===== config.mk =====
export PLATFORM = sky130hd
export DESIGN_NAME = alu16_sequencer
export DESIGN_NICKNAME = d
export VERILOG_FILES = /design/src/rtl/alu16_sequencer.sv
export SDC_FILE = /design/constraint.sdc
export NUM_CORES = 1
export LEC_CHECK = 0
export ABC_CLOCK_PERIOD_IN_PS = 2200
export BUFFER_PORTS_ARGS = -buffer_cell sky130_fd_sc_hd__buf_2
export CAP_MARGIN = 10
export CELL_PAD_IN_SITES_DETAIL_PLACEMENT = 1
export CELL_PAD_IN_SITES_GLOBAL_PLACEMENT = 2
export CORE_ASPECT_RATIO = 1.25
export CORE_MARGIN = 3
export CORE_UTILIZATION = 31
export CTS_CLUSTER_SIZE = 14
export DETAILED_ROUTE_END_ITERATION = 8
export PLACE_DENSITY_LB_ADDON = 0.1
export SLEW_MARGIN = 25
export SYNTH_ARGS = -nofsm -noshare
export SYNTH_HDL_FRONTEND = slang
export SYNTH_SLANG_ARGS = --single-unit

===== constraint.sdc =====
create_clock -name i_clk -period 2.2 [get_ports i_clk]
set_input_delay 0 -clock i_clk [delete_from_list [all_inputs] [get_ports i_clk]]
set_output_delay 0 -clock i_clk [all_outputs]
set_load 0.01 [all_outputs]

===== src/rtl/alu16_sequencer.sv =====
// ---------------------------------------------------------------------------
// alu16_sequencer
//
// Runs a 16-bit ADD16 / SUB16 / INC16 / DEC16 as two byte operations on the
// shared 8-bit ALU. The low bytes go first with ADD/SUB. The high bytes follow
// with ADC/SBC, which use the carry the ALU registered during the low-byte op.
// The block returns a 16-bit result and a {Z,N,H,C} flag nibble.
//
// Ports
//   i_clk, i_rst          clock, asynchronous active-high reset
//   i_start, i_op         request (sampled in IDLE only), op select
//   i_operand_A/B         16-bit operands (B unused for INC16/DEC16)
//   i_flags_in            current CPU flags {Z,N,H,C}
//   o_alu_sel             sequencer owns the ALU inputs (LO, HI, CAP)
//   o_alu_A/B/control     ALU operand and opcode drive (0 when not selected)
//   i_alu_data/flags      registered ALU result and flags
//   o_busy, o_done        busy LO..CAP, one-cycle completion pulse
//   o_result, o_flags     result and flags, held until the next accepted start
//
// Build option
//   ALU16_SUB_EN  defined: SUB16/DEC16 run through the ALU.
//                 undefined: ops 01/11 complete in one cycle as NOPs
//                 (result = operand A, flags = flags in, ALU untouched).
// ---------------------------------------------------------------------------
module alu16_sequencer #(
  parameter int DATA_WIDTH   = 8,
  parameter int OPCODE_WIDTH = 3
) (
  input  logic                      i_clk,
  input  logic                      i_rst,
  input  logic                      i_start,
  input  logic [1:0]                i_op,
  input  logic [2*DATA_WIDTH-1:0]   i_operand_A,
  input  logic [2*DATA_WIDTH-1:0]   i_operand_B,
  input  logic [3:0]                i_flags_in,
  output logic                      o_alu_sel,
  output logic [DATA_WIDTH-1:0]     o_alu_A,
  output logic [DATA_WIDTH-1:0]     o_alu_B,
  output logic [OPCODE_WIDTH-1:0]   o_alu_control,
  input  logic [DATA_WIDTH-1:0]     i_alu_data,
  input  logic [3:0]                i_alu_flags,
  output logic                      o_busy,
  output logic                      o_done,
  output logic [2*DATA_WIDTH-1:0]   o_result,
  output logic [3:0]                o_flags
);

  localparam int W2 = 2 * DATA_WIDTH;

  localparam logic [OPCODE_WIDTH-1:0] CTL_ADD = OPCODE_WIDTH'(0);
  localparam logic [OPCODE_WIDTH-1:0] CTL_ADC = OPCODE_WIDTH'(1);
  localparam logic [OPCODE_WIDTH-1:0] CTL_SUB = OPCODE_WIDTH'(2);
  localparam logic [OPCODE_WIDTH-1:0] CTL_SBC = OPCODE_WIDTH'(3);

  typedef enum logic [2:0] {
    S_IDLE = 3'd0,
    S_LO   = 3'd1,
    S_HI   = 3'd2,
    S_CAP  = 3'd3,
    S_DONE = 3'd4
  } state_t;

  state_t                  r_state;
  logic [1:0]              r_op;
  logic [DATA_WIDTH-1:0]   r_a_hi;
  logic [DATA_WIDTH-1:0]   r_b_hi;
  logic [3:0]              r_flags_in;
  logic                    r_lo_zero;

  logic                    r_alu_sel;
  logic [DATA_WIDTH-1:0]   r_alu_a;
  logic [DATA_WIDTH-1:0]   r_alu_b;
  logic [OPCODE_WIDTH-1:0] r_alu_ctl;
  logic                    r_busy;
  logic                    r_done;
  logic [W2-1:0]           r_result;
  logic [3:0]              r_flags;

  logic w_start_nop;
  logic w_op_sub;     // op[0]: SUB16 / DEC16
  logic w_op_incdec;  // op[1]: INC16 / DEC16 (implicit +/-1, flags pass through)
  logic w_unused_alu_n;

`ifdef ALU16_SUB_EN
  assign w_start_nop = 1'b0;
`else
  assign w_start_nop = i_op[0];
`endif

  assign w_op_sub       = r_op[0];
  assign w_op_incdec    = r_op[1];
  // The ALU N flag is never needed: N is fixed by the 16-bit op.
  assign w_unused_alu_n = i_alu_flags[2];

  always_ff @(posedge i_clk or posedge i_rst) begin
    if (i_rst) begin
      r_state    <= S_IDLE;
      r_op       <= 2'b00;
      r_a_hi     <= '0;
      r_b_hi     <= '0;
      r_flags_in <= 4'b0000;
      r_lo_zero  <= 1'b0;
      r_alu_sel  <= 1'b0;
      r_alu_a    <= '0;
      r_alu_b    <= '0;
      r_alu_ctl  <= '0;
      r_busy     <= 1'b0;
      r_done     <= 1'b0;
      r_result   <= '0;
      r_flags    <= 4'b0000;
    end else begin
      r_done <= 1'b0;
      case (r_state)
        S_IDLE: begin
          if (i_start) begin
            r_op       <= i_op;
            r_a_hi     <= i_operand_A[W2-1:DATA_WIDTH];
            r_b_hi     <= i_operand_B[W2-1:DATA_WIDTH];
            r_flags_in <= i_flags_in;
            if (w_start_nop) begin
              r_result <= i_operand_A;
              r_flags  <= i_flags_in;
              r_done   <= 1'b1;
              r_state  <= S_DONE;
            end else begin
              // Low-byte operands are driven straight from the request so the
              // ALU sees them during LO.
              r_alu_sel <= 1'b1;
              r_busy    <= 1'b1;
              r_alu_a   <= i_operand_A[DATA_WIDTH-1:0];
              r_alu_b   <= i_op[1] ? DATA_WIDTH'(1) : i_operand_B[DATA_WIDTH-1:0];
              r_alu_ctl <= i_op[0] ? CTL_SUB : CTL_ADD;
              r_state   <= S_LO;
            end
          end
        end

        S_LO: begin
          r_alu_a   <= r_a_hi;
          r_alu_b   <= w_op_incdec ? '0 : r_b_hi;
          r_alu_ctl <= w_op_sub ? CTL_SBC : CTL_ADC;
          r_state   <= S_HI;
        end

        S_HI: begin
          // Low-byte result from the LO operation is on the ALU outputs now.
          r_result[DATA_WIDTH-1:0] <= i_alu_data;
          r_lo_zero                <= (i_alu_data == '0);
          r_state                  <= S_CAP;
        end

        S_CAP: begin
          r_result[W2-1:DATA_WIDTH] <= i_alu_data;
          if (w_op_incdec) begin
            r_flags <= r_flags_in;
          end else if (w_op_sub) begin
            r_flags <= {r_lo_zero & i_alu_flags[3], 1'b1, i_alu_flags[1], i_alu_flags[0]};
          end else begin
            // ADD16 keeps the incoming Z; it is not recomputed from the result.
            r_flags <= {r_flags_in[3], 1'b0, i_alu_flags[1], i_alu_flags[0]};
          end
          r_alu_sel <= 1'b0;
          r_busy    <= 1'b0;
          r_alu_a   <= '0;
          r_alu_b   <= '0;
          r_alu_ctl <= '0;
          r_done    <= 1'b1;
          r_state   <= S_DONE;
        end

        S_DONE: begin
          r_state <= S_IDLE;
        end

        default: begin
          r_state <= S_IDLE;
        end
      endcase
    end
  end

  assign o_alu_sel     = r_alu_sel;
  assign o_alu_A       = r_alu_a;
  assign o_alu_B       = r_alu_b;
  assign o_alu_control = r_alu_ctl;
  assign o_busy        = r_busy;
  assign o_done        = r_done;
  assign o_result      = r_result;
  assign o_flags       = r_flags;

endmodule


==> impl_results.md <==
- Fillcell total: between 1000 and 1500
- Crit Reg-Reg Endpoint: o_result[0]
- Internal power: approximately 3.8 mW
- CTS tree: built
- H-Tree Depth: 3
- Register-to-register setup slack: about 0.20 ns
- Site row count: 39
- Worst-path maximum fanout: 10
- Synth Net Count: between 300 and 400
- Worst Hold Depth: 3
- Area contributors post-synth: dfrtp_1 55%, mux2_2 8.3%, mux2i_1 6.0%, o21ai_0 5.8%, nand2_1 4.8%
- Core area: roughly 9300 sq um
- WP data required: 2.40 ns
- Area Overhead vs Synth: 39.0%
- Final setup violation count: 0
- I/O Buffers: 92
- Psw: between 2 and 2.5 mW
- Flops & latches, synth: 66
- Routability-driven placement congestion ratio: approximately 0.74
- Placed inst area: between 3000 and 4000 sq um
- Routed Antenna Nets: 0
- Final TNS setup: 0 ns
- Maximum root-to-sink buffer count: 2
- Post-Route Utilization: ~45%
- Via count: 2410
- First-pass GRT wire length: approximately 13000 um
- Async set-reset flop share out of synthesis: 100%
- Fin crit share: between 90% and 100%
- Final Power: about 5.8 mW
- Worst Path Arrival: 2.20 ns
- Critical Path Source Type: register
- Netlist Area Pre-Place: approximately 3000 sq um
- Drt first-iter violations: 59
- Peak VDD IR: ~0.00059 V
- Failing checks: hold timing
- Sequential fraction of design power: roughly two fifths
- DP Worst Slack: roughly 0.47 ns
- CTS Buf Count: 9
- Fin Hold WS: -0.00284 ns
- HP Start: i_operand_A[4]
- Worst hold path type: in -> reg
- I/O pin cnt: 95
- Clk pwr share: a little under a quarter
- Post-CTS Setup Bufs: 0
- Seq/Total Area, Yosys: a little under three fifths
- Sw frac: 35.5%
- Post-DP HPWL: 5860 um
- Reg2Reg Depth: 5
- Worst-Skew Late Latency: around 0.33 ns
- Largest net degree at the start of global routing: 31
- Primary FF master, synth: dfrtp_1
- Initial Util: approximately a third
- Number of global-route vias before repair: roughly 2600
- Skew final: between 0.006 and 0.007 ns
- CTS clk-pin slew, worst paths: approximately 0.060 ns
- Share of cells above drive strength 1: a little under two fifths
- Finished Cell Area: between 4000 and 5000 sq um
- Setup CP Type: reg -> reg
- Hold Fails Final Rpt: 1
- Launch point of the worst reg-to-reg path: r_state[0]
- Yosys cell types: 37
- # clock sinks: 66
- Most common cell after layout, fill and taps aside: buf_2
- Post-Layout Cell Count: 520
- Die height: ~120 um
- Post-Syn Area per Cell: ~11 sq um
- Crit end category: register
- Status: complete, but fails checks
- Logic pwr share: between 30% and 40%
- Leak: approximately 2.0 nW
- DP Cell Count: approximately 470
- EDFF count, synth: 0
- Initial antenna violation count: 1
- Hold endpoint: o_result[4]
- Fin worst setup slack: roughly 0.2 ns
- Via density: around 4.6
- DR pass1 iterations: 4
- Most frequent cells in the layout: 92 x buf_2, 65 x dfrtp_1, 38 x nand2_1
- GRT Overall Usage: 15.5%
- Die Width: 94.0 um
- Pwr per Cell Area: between 1000 and 1500 nW/um^2
- YS warnings: 0
- Nets@finish: 445
- Slew Viols, Final: 0
- Min Tclk post-route: roughly 2.0 ns
- MaxCap Viol Count: 0
- Per-cell routed wire length: ~15 um
- Post-synth top area cell: dfrtp_1
- WL final: approximately 7800 um
- DRC violations left: 0
- Global route total overflow: 0
- Synth Instances: around 270
- Share of the synthesized area in the top cell type: a little under three fifths
- CTS root buf: clkbuf_16
- # diodes: 0
- Die area: between 10000 and 15000 sq um
- Unrepaired setup endpoints after global routing: no
- Highest clock rate: between 500 and 600 MHz
how the worst max path moves through the flow:
stage | to | cells past startpoint | slack, ns | startpoint
after floorplan | o_alu_A[0] | 1 | 0.55 | i_rst
after detailed placement | o_alu_B[3] | 4 | 0.47 | r_state[0]
after CTS | o_result[0] | 5 | 0.13 | r_state[1]
after global routing | o_result[7] | 5 | 0.06 | r_state[0]
after global placement | o_result[15] | 4 | 0.52 | r_state[0]
final | o_result[0] | 5 | 0.20 | r_state[0]
power by group through the flow:
stage	combinational [mW]	sequential, mW	clock (mW)
2_1_floorplan	1.51	2.25	0
3_3_place_gp	2.19	2.22	0
3_5_place_dp	2.23	2.25	0
4_1_cts	2.30	2.23	1.40
5_1_grt	2.55	2.32	1.46
6_report	2.24	2.22	1.35
kinds of logic after synthesis:
family,share of synthesized area (%)
and+or+nand+nor,12.2
DFF,55.1
muxes,14.6
buffers and inverters,5.34
xor gates and xnor gates,0.292
AOI/OAI and AO/OA,12.3
other,0.125
registers in the layout, summed over array words and instances (netlist names):
signal,flops
o_alu_control,2
o_alu_A,8
r_state,3
r_b_hi,8
o_alu_B,8
r_a_hi,8
o_flags,4
r_op,2
o_done,1
o_busy,1
o_result,16
r_lo_zero,1
r_flags_in,4
layer usage:
| metal | up-vias | global-route usage, % | wire [um] | part of all wire (%) |
|---|---|---|---|---|
| met5 | - | 0 | 13 | 0.17 |
| met4 | 2 | 8.00 | 212 | 2.7 |
| li1 | 1182 | - | - | - |
| met3 | 17 | 3.83 | 458 | 5.8 |
| met2 | 70 | 24.3 | 3640 | 46 |
| met1 | 1139 | 19.9 | 3510 | 45 |
final cells by class:
| type | instances | area (sq um) | area share [%] |
|---|---|---|---|
| Clock buffer | 14 | 274 | 6.58 |
| Multi-Input combinational cell | 175 | 1190 | 28.6 |
| Inverter | 5 | 18.8 | 0.450 |
| Sequential cell | 66 | 1650 | 39.7 |
| Timing Repair Buffer | 135 | 866 | 20.8 |
| Clock inverter | 2 | 10.0 | 0.240 |
| Tap cell | 123 | 154 | 3.69 |
cells in the mapped netlist (2+ instances only):
| cell type | number |
|---|---|
| dfrtp_1 | 66 |
| nand2_1 | 38 |
| o21ai_0 | 35 |
| mux2_2 | 22 |
| mux2i_1 | 18 |
| a21oi_1 | 16 |
| nor3b_1 | 10 |
| clkbuf_1 | 8 |
| a22oi_1 | 7 |
| buf_4 | 5 |
| inv_1 | 5 |
| buf_6 | 4 |
| nor2_1 | 4 |
| a21o_1 | 3 |
| buf_2 | 2 |
| nor4_1 | 2 |
| o21ai_1 | 2 |
repair_timing:
item / CTS / global route
setup endpoints to repair: 0 / 2
endpoints found under the hold margin: 55 / 0
gates resized for setup: 0 / 1
hold buffers: 33 / 0
worst max-delay path, stage by stage (launching register included):
cell           delay, ns
dfrtp_1             0.55
nor3b_2             0.24
buf_4               0.22
mux2i_1             0.22
dlygate4sd3_1       0.58
o21ai_1             0.06
Note: power is estimated with default switching activity, not from simulation.
